==> config.mk <==
export PLATFORM = sky130hd
export DESIGN_NAME = riscv_wb_arbiter
export DESIGN_NICKNAME = d
export VERILOG_FILES = /design/src/rtl/riscv_pkg.sv /design/src/rtl/riscv_wb_rr_pick.sv /design/src/rtl/riscv_wb_arbiter.sv
export SDC_FILE = /design/constraint.sdc
export NUM_CORES = 1
export LEC_CHECK = 0
export ABC_AREA = 1
export BUFFER_PORTS_ARGS = -buffer_cell sky130_fd_sc_hd__clkbuf_2
export CAP_MARGIN = 20
export CORE_MARGIN = 3
export CORE_UTILIZATION = 40
export CTS_BUF_LIST = sky130_fd_sc_hd__clkbuf_16
export DETAILED_ROUTE_END_ITERATION = 12
export GPL_ROUTABILITY_DRIVEN = 0
export GPL_TIMING_DRIVEN = 0
export PLACE_DENSITY = 0.67
export SLEW_MARGIN = 20
export SYNTH_ARGS = -nofsm -noshare
export SYNTH_HDL_FRONTEND = slang
export SYNTH_HIERARCHICAL = 1
export SYNTH_SLANG_ARGS = --single-unit
==> constraint.sdc <==
create_clock -name clock -period 9.9 [get_ports clock]
set_input_delay 1.98 -clock clock [delete_from_list [all_inputs] [get_ports clock]]
set_output_delay 1.98 -clock clock [all_outputs]
set_load 0.005 [all_outputs]
==> src/rtl/riscv_pkg.sv <==
// Shared constants and types for the write-back path of the core.
package riscv_pkg;

  // Register file write ports available to write-back each cycle.
  localparam int REGISTER_PORTS = 2;

  // Number of functional units that produce write-back results.
  localparam int WB_REQUESTERS = 4;

  // Requester slots on the arbiter.
  localparam int WB_ALU = 0;
  localparam int WB_LSU = 1;
  localparam int WB_MUL = 2;
  localparam int WB_CSR = 3;

  // One buffered write-back result. rd[5] set means the index is out of range.
  typedef struct packed {
    logic        valid;
    logic [5:0]  rd;
    logic [31:0] data;
  } wb_entry_t;

endpackage

==> src/rtl/riscv_wb_rr_pick.sv <==
// Rotating-priority picker: scans valid buffers starting at the pointer,
// skips entries whose destination collides with an earlier grant, and
// hands out up to P grants in scan order (k-th grant -> port k).
module riscv_wb_rr_pick #(
  parameter int N  = riscv_pkg::WB_REQUESTERS,
  parameter int P  = riscv_pkg::REGISTER_PORTS,
  parameter int PW = (N > 1) ? $clog2(N) : 1
) (
  input  logic [N-1:0]         i_valid,
  input  logic [N-1:0][5:0]    i_rd,
  input  logic [PW-1:0]        i_ptr,
  output logic [N-1:0]         o_grant,
  output logic [P-1:0]         o_port_valid,
  output logic [P-1:0][PW-1:0] o_port_sel,
  output logic [PW-1:0]        o_next_ptr
);

  // Scan from the pointer with explicit wrap; all selects use loop constants.
  always_comb begin
    int         w_cnt;
    int         w_idx;
    logic       w_cand_valid;
    logic [5:0] w_cand_rd;
    logic       w_conflict;
    logic [5:0] w_taken_rd [P];

    o_grant      = '0;
    o_port_valid = '0;
    o_port_sel   = '0;
    o_next_ptr   = i_ptr;
    w_cnt        = 0;
    for (int k = 0; k < P; k++) begin
      w_taken_rd[k] = '0;
    end

    for (int s = 0; s < N; s++) begin
      w_idx = int'(i_ptr) + s;
      if (w_idx >= N) begin
        w_idx = w_idx - N;
      end

      w_cand_valid = 1'b0;
      w_cand_rd    = '0;
      for (int i = 0; i < N; i++) begin
        if (i == w_idx) begin
          w_cand_valid = i_valid[i];
          w_cand_rd    = i_rd[i];
        end
      end

      // An entry targeting a register already granted this cycle waits.
      w_conflict = 1'b0;
      for (int k = 0; k < P; k++) begin
        if (k < w_cnt && w_taken_rd[k] == w_cand_rd) begin
          w_conflict = 1'b1;
        end
      end

      if (w_cand_valid && w_cnt < P && !w_conflict) begin
        for (int i = 0; i < N; i++) begin
          if (i == w_idx) begin
            o_grant[i] = 1'b1;
          end
        end
        for (int k = 0; k < P; k++) begin
          if (k == w_cnt) begin
            o_port_valid[k] = 1'b1;
            o_port_sel[k]   = PW'(w_idx);
            w_taken_rd[k]   = w_cand_rd;
          end
        end
        w_cnt      = w_cnt + 1;
        o_next_ptr = (w_idx == N - 1) ? '0 : PW'(w_idx + 1);
      end
    end
  end

endmodule

==> src/rtl/riscv_wb_arbiter.sv <==
// Write-back arbiter: one-entry buffer per functional unit, rotating-priority
// grant onto the register file write ports. Port outputs come only from the
// buffers and the pointer, never combinationally from the request inputs.
module riscv_wb_arbiter #(
  parameter int WB_REQUESTERS  = riscv_pkg::WB_REQUESTERS,
  parameter int REGISTER_PORTS = riscv_pkg::REGISTER_PORTS
) (
  input  logic                                 clock,
  input  logic                                 reset,
  input  logic [WB_REQUESTERS-1:0]             req_valid,
  output logic [WB_REQUESTERS-1:0]             req_ready,
  input  logic [WB_REQUESTERS-1:0][5:0]        req_reg,
  input  logic [WB_REQUESTERS-1:0][31:0]       req_data,
  output logic [REGISTER_PORTS-1:0]            register_write_en,
  output logic [REGISTER_PORTS-1:0][5:0]       register_write,
  output logic [REGISTER_PORTS-1:0][31:0]      register_write_data,
  output logic                                 wb_busy,
  output logic                                 wb_err_range
);

  import riscv_pkg::wb_entry_t;

  localparam int PW = (WB_REQUESTERS > 1) ? $clog2(WB_REQUESTERS) : 1;

  wb_entry_t r_buf [WB_REQUESTERS];
  logic [PW-1:0] r_ptr;

  logic [WB_REQUESTERS-1:0]            w_buf_valid;
  logic [WB_REQUESTERS-1:0][5:0]       w_buf_rd;
  logic [WB_REQUESTERS-1:0]            w_grant;
  logic [WB_REQUESTERS-1:0]            w_range_drop;
  logic [REGISTER_PORTS-1:0]           w_port_valid;
  logic [REGISTER_PORTS-1:0][PW-1:0]   w_port_sel;
  logic [PW-1:0]                       w_next_ptr;

  genvar gi;

  generate
    for (gi = 0; gi < WB_REQUESTERS; gi++) begin : g_req
      assign w_buf_valid[gi]  = r_buf[gi].valid;
      assign w_buf_rd[gi]     = r_buf[gi].rd;
      // A granted buffer drains this cycle, so it may be refilled at once.
      assign req_ready[gi]    = !r_buf[gi].valid || w_grant[gi];
      assign w_range_drop[gi] = w_grant[gi] && r_buf[gi].rd[5];
    end
  endgenerate

  riscv_wb_rr_pick #(
    .N  (WB_REQUESTERS),
    .P  (REGISTER_PORTS),
    .PW (PW)
  ) u_pick (
    .i_valid      (w_buf_valid),
    .i_rd         (w_buf_rd),
    .i_ptr        (r_ptr),
    .o_grant      (w_grant),
    .o_port_valid (w_port_valid),
    .o_port_sel   (w_port_sel),
    .o_next_ptr   (w_next_ptr)
  );

  generate
    for (gi = 0; gi < REGISTER_PORTS; gi++) begin : g_port
      wb_entry_t w_sel;
      logic      w_en;

      // Fetch the buffer chosen for this port.
      always_comb begin
        w_sel = r_buf[w_port_sel[gi]];
      end

      // Out-of-range entries occupy the slot but never reach the register file;
      // x0 writes go through with zero data so its lock bit clears.
      assign w_en                    = w_port_valid[gi] && w_sel.valid && !w_sel.rd[5];
      assign register_write_en[gi]   = w_en;
      assign register_write[gi]      = w_en ? w_sel.rd : 6'd0;
      assign register_write_data[gi] = (w_en && w_sel.rd != 6'd0) ? w_sel.data : 32'd0;
    end
  endgenerate

  assign wb_busy      = |w_buf_valid;
  assign wb_err_range = |w_range_drop;

  // Buffer fill/drain and pointer advance; reset discards pending results.
  always_ff @(posedge clock) begin
    if (reset) begin
      for (int i = 0; i < WB_REQUESTERS; i++) begin
        r_buf[i] <= '0;
      end
      r_ptr <= '0;
    end else begin
      for (int i = 0; i < WB_REQUESTERS; i++) begin
        if (req_valid[i] && req_ready[i]) begin
          r_buf[i] <= '{valid: 1'b1, rd: req_reg[i], data: req_data[i]};
        end else if (w_grant[i]) begin
          r_buf[i].valid <= 1'b0;
        end
      end
      if (|w_grant) begin
        r_ptr <= w_next_ptr;
      end
    end
  end

endmodule

Word-level counts from Yosys, hierarchy flattened
Memory sizes are Yosys's and may differ from the RTL's.
Index checks and enable logic that the tools add are counted.
{"block": "word_totals", "reg_bits": 2, "ramBits": 156, "input_bits": 158, "output_inout_bits": 84, "elab_cells": 256, "mem_count": 1}
{"block": "classes", "add_sub_neg": 13, "n_lt_le_gt_ge": 13, "eq_ne": 24, "n_mux": 142, "n_bitwise": 8, "n_reduce_logical": 54}
{"memory": "r_buf", "words": 4, "word_bits": 39, "read_ports": 6, "rd_clocked_by_memory_dff": 0, "wr": 4, "line_no": "riscv_wb_arbiter.sv:25", "rtl": "wb_entry_t r_buf [WB_REQUESTERS];"}
{"operator": "3-bit by 32-bit equality test with 1-bit output (first input constant)", "count": 8}
{"operator": "32-bit two-way mux", "count": 8}
{"operator": "32-bit logical NOT", "count": 7}
{"operator": "2-bit by 32-bit equality test with 1-bit output (first input constant)", "count": 6}
{"operator": "39-bit two-way mux", "count": 4}
{"operator": "6-bit two-way mux", "count": 23}
{"operator": "32-bit by 3-bit equality test with 1-bit output (second input constant)", "count": 4}
{"operator": "32-bit by 4-bit greater-or-equal comparator with 1-bit output (second input constant)", "count": 3}
{"operator": "32-bit by 4-bit subtractor with 32-bit output (second input constant)", "count": 3}
{"operator": "1-bit two-way mux", "count": 80}
{"operator": "1-bit by 32-bit less-than comparator with 1-bit output (first input constant)", "count": 2}
{"operator": "2-bit by 32-bit less-than comparator with 1-bit output (first input constant)", "count": 2}
{"operator": "32-bit by 3-bit less-than comparator with 1-bit output (second input constant)", "count": 2}
{"operator": "2-bit two-way mux", "count": 18}
{"operator": "32-bit by 2-bit adder with 32-bit output (second input constant)", "count": 1}
{"operator": "6-bit equality test", "count": 5}
{"operator": "4-bit two-way mux", "count": 7}
{"operator": "1-bit logical AND", "count": 26}
{"operator": "12-bit two-way mux", "count": 2}
{"operator": "6-bit nonzero test", "count": 2}
{"operator": "4-bit OR reduction", "count": 3}
{"operator": "1-bit logical NOT", "count": 9}
{"operator": "2-bit adder (second input constant)", "count": 4}
{"operator": "1-bit bitwise OR", "count": 8}
{"operator": "other kinds (12)", "count": 17}

Depth between registers and ports, before layout
{"block": "depth", "depth_word": 36, "mapped_depth": 39, "ltp_nobuf": 36}

Modules after synthesis
Netlist, hierarchy kept.
{"module": "riscv_wb_arbiter", "instances": 1, "cells_each": 1222, "area_per_inst_um2": 9331.4, "seq_area_each_um2": 4724.5}
{"module": "riscv_wb_rr_pick", "instances": 1, "cells_each": 411, "area_per_inst_um2": 2099.5, "seq_area_each_um2": 0.0}

Worst setup path after synthesis
OpenSTA, ideal clock, no wires.
{"block": "synth_timing", "path_kind": "reg-to-output", "from": "reg r_ptr[0]", "to": "out register_write_data[33] (netlist name)", "t_arrival_ps": 4684, "t_required_ps": 7920, "path_slack_ps": 3236, "stages_incl_launch_ff": 37, "n_path_buf": 5, "cell_sequence": "dfxtp_1 -> inv_1 -> ha_1 -> buf_4 -> a21oi_2 -> nand2_1 -> nand2_1 -> buf_4 -> nand3_1 -> xor2_1 -> nand2_1 -> nor2_1 -> nand3_1 -> nand2_1 -> inv_1 -> ha_1 -> inv_1 -> o21ai_1 -> a31oi_4 -> nand2_2 -> nor2_1 -> nor2_1 -> xor2_1 -> nor2_1 -> nand3_2 -> nand3_1 -> nand2_1 -> nand2_1 -> buf_4 -> buf_6 -> o21ai_1 -> nand2_1 -> nand2_1 -> nor2_2 -> nand2_2 -> buf_2 -> nor2_1"}
{"element": "start: declaration", "line_no": "riscv_wb_arbiter.sv:26", "rtl": "logic [PW-1:0] r_ptr;"}
{"element": "start signal: assignment", "line_no": "riscv_wb_arbiter.sv:100", "rtl": "r_ptr <= w_next_ptr;"}
{"element": "end: declaration", "line_no": "riscv_wb_arbiter.sv:16", "rtl": "output logic [REGISTER_PORTS-1:0][31:0] register_write_data,"}

==> metrics list <==
- The flow ran to the end, and the final reports show no timing, DRC or antenna violations.
- Area delta synth->final: 20.7%
* Floorplan core area: 28000 µm²
* Number of buffers created by CTS: 17
- The worst setup path is launched from a flop.
- The tightest min-delay check is of the flop to flop type.
- Worst slew margin relative to its limit: a little under three fifths
- The first global-routing pass estimated between 60000 and 70000 µm of wire.
- Once layout is done, the placed cells without fillers occupy about 14000 µm².
* Number of hold violations in the final report: 0
* Insertion delay to the later sink of the worst-skew pair: 440 ps
- Summing every instance area after synthesis gives between 10000 and 15000 µm².
- Yosys printed 6 warnings.
- The count of final max-slew check failures was 0.
* CP max stage cell: dfxtp_1
- Clock-pin slew was measured on the worst setup and hold paths at roughly 60 ps.
- TritonCTS built the clock tree.
- Part of the Yosys area used for sequential elements: around two fifths
- The via count of the first global-routing pass is between 10000 and 15000.
* Final Critical Period: between 8000 and 9000 ps
- Number of DRC violations after detailed routing: 0
* Number of nets in the final layout: between 2000 and 2500
- Cell types with the largest area share after synthesis: edfxtp_1, inv_1, nand2_1, nor2_1, a21oi_1
- Including well taps, the total number of placed cells is around 2300.
- For the pin with the worst max-slew slack, the measured transition is 656 ps.
* Final antenna-violating net count: 0
- GR Overflow Total: 0
* Post-synth top area share: a little over 40%
* Aggregate routed wire length: just under 40000 µm
- Routed vias: roughly 12000
- The initialized floorplan defines slightly above 60 standard-cell rows.
* Worst Skew: between 10 and 15 ps
- The clock tree synthesis step divided the H-tree into 4 levels.
- I/O pin count: between 200 and 250
- Most frequent cells in the layout: inv_1, nand2_1, nor2_1, clkbuf_2, a21oi_1
- Once the clock tree was built, the setup fixing pass inserted 0 buffers.
- The library cell used most frequently in the layout, excluding fill and tap cells, is inv_1.
- Setup repair after global routing missed its margin: false
- Crit-path most repeated cell: nand2_1
- Data on the critical path arrives at its endpoint at between 6000 and 7000 ps.
- Largest stage delay on the critical path: between 600 and 700 ps
* Kind of end point of the critical path: output pin
* Accumulated negative setup slack: 0 ps
- The worst path uses between 90% and 100% of the clock period.
* Layout fillers: between 2000 and 3000
* Critical Setup Path Class: flop to output pin
- HPWL after detailed placement: between 20000 and 30000 µm
* Die span in y: 175 µm
* Count of distinct cell types in the synthesized netlist: 40
- Hold-fix buffers at CTS: 0
- After detailed routing, the average wire length per cell comes to around 17 µm.
- The biggest area contributor in the post-synthesis netlist is edfxtp_1.
- Pin count of the biggest net entering global routing: 26
* Critical-path maximum fanout: 12
- Sequential cell area: ~4700 µm²
- Synth Instances: ~1600
* Count of state elements after synthesis: 158
- Fraction of layout cells with a size suffix above 1: 20.3%
- Cell at the root of the clock tree: clkbuf_16
* Vias per Instance: slightly above 5
- Non-Filler Instances: 2288
- The floorplan step defined a die boundary enclosing 30600 µm².
- The average instance in the mapped netlist occupies about 7 µm².
* Number of antenna violations at the first check in global routing: 1
- For the worst setup path, the data required time is about 7900 ps.
- The longest clock path from root to sink contains 2 buffers.
- Starting DRC count in detailed routing: 1548
* Achievable frequency: approximately 0.11 GHz
* Starting density of the core: around two fifths
- The number of gates resized after CTS was 0.
- Overall track demand over capacity in global routing: about 25%
- Measured along the x axis, the die boundary spans between 150 and 200 µm.
* Maximum capacitance violations: 0
* Area post-placement: ~13000 µm²
- Final setup vio count: 0
- IO buf count: 239
- Number of clock sinks: around 160
- Before antenna repair, the detailed router went through 8 iterations.
- Summing all multi-input logic gate instances after layout gives 4870 µm².
-- critical path: cells and delay by family, from the launching register on --
| kind | cells | cell delay, ps |
|---|---|---|
| XOR/XNOR | 2 | 300 |
| AND/OR/NAND/NOR | 21 | 2870 |
| adder cells (fa/ha/maj) | 2 | 520 |
| AO/OA/AOI/OAI | 3 | 520 |
| flip-flops | 1 | 610 |
| buffers and inverters | 8 | 1700 |
-- cell usage after synthesis (all sizes together) --
master and n:
inv 356, nand2 332, nor2 282, a21oi 168, edfxtp 156, nand3 82
buf 70, a22oi 66, o21ai 38, clkbuf 24, ha 11, xor2 9
nand4 8, o211ai 8, o221ai 3, o22ai 3, o31ai 3, xnor2 3
clkinv 2, dfxtp 2, a31oi 1, and2 1, conb 1, nor3 1
o21bai 1, or2 1, or4 1
-- cell families (layout without fill, tap and decap cells) --
kind of cell,count (synthesis),in the layout,share of synthesized area [%]
other,1,3,0.0328
AOI/OAI and AO/OA,291,291,15.1
DFF,158,158,41.3
xor gates and xnor gates,12,12,0.920
adders and majority gates,11,11,1.20
buffers and inverters,452,727,16.1
and+or+nand+nor,708,708,25.3
-- routing by layer --
layer | GRT usage [%] | part of all wire (%)
met1 | 32.9 | 40
met2 | 41.4 | 47
met3 | 3.76 | 9.5
met4 | 9.97 | 3.7
met5 | 0 | 0
-- sequential cells by signal, summed over array words and instances, names as in the netlist --
name / cells
r_buf: 156
r_ptr: 2
-- through the flow --
stage,setup slack [ps],util (%),hold WS (ps)
finish,962,49.3,681
floorplan,3240,-,588
global route,528,49.3,726
CTS,1010,49.3,680
detailed placement,1490,47.1,673
global placement,1480,46.8,652
-- layout make-up --
class	instances	share of cell area, %
Antenna cell	1	0.0181
Timing Repair Buffer	243	9.30
Inverter	358	9.74
Sequential cell	158	34.2
Multi-Input combinational cell	1024	35.3
Tap cell	378	3.43
Buffer	94	3.64
Clock buffer	17	3.08
Clock inverter	15	1.24
-- final timing paths --
path	endpoint	depth (start not counted)	startpoint	slack, ps
max	register_write_data[51]	36	r_ptr[0]	960
min	r_ptr[1]	2	r_ptr[1]	680
max reg2reg	r_buf[3][37]	36	r_ptr[0]	3380
min reg2reg	r_ptr[1]	2	r_ptr[1]	680
Power is left out: the tool's default activity adds up to more than one toggle a clock period on the data nets, which glitch-free logic cannot reach.
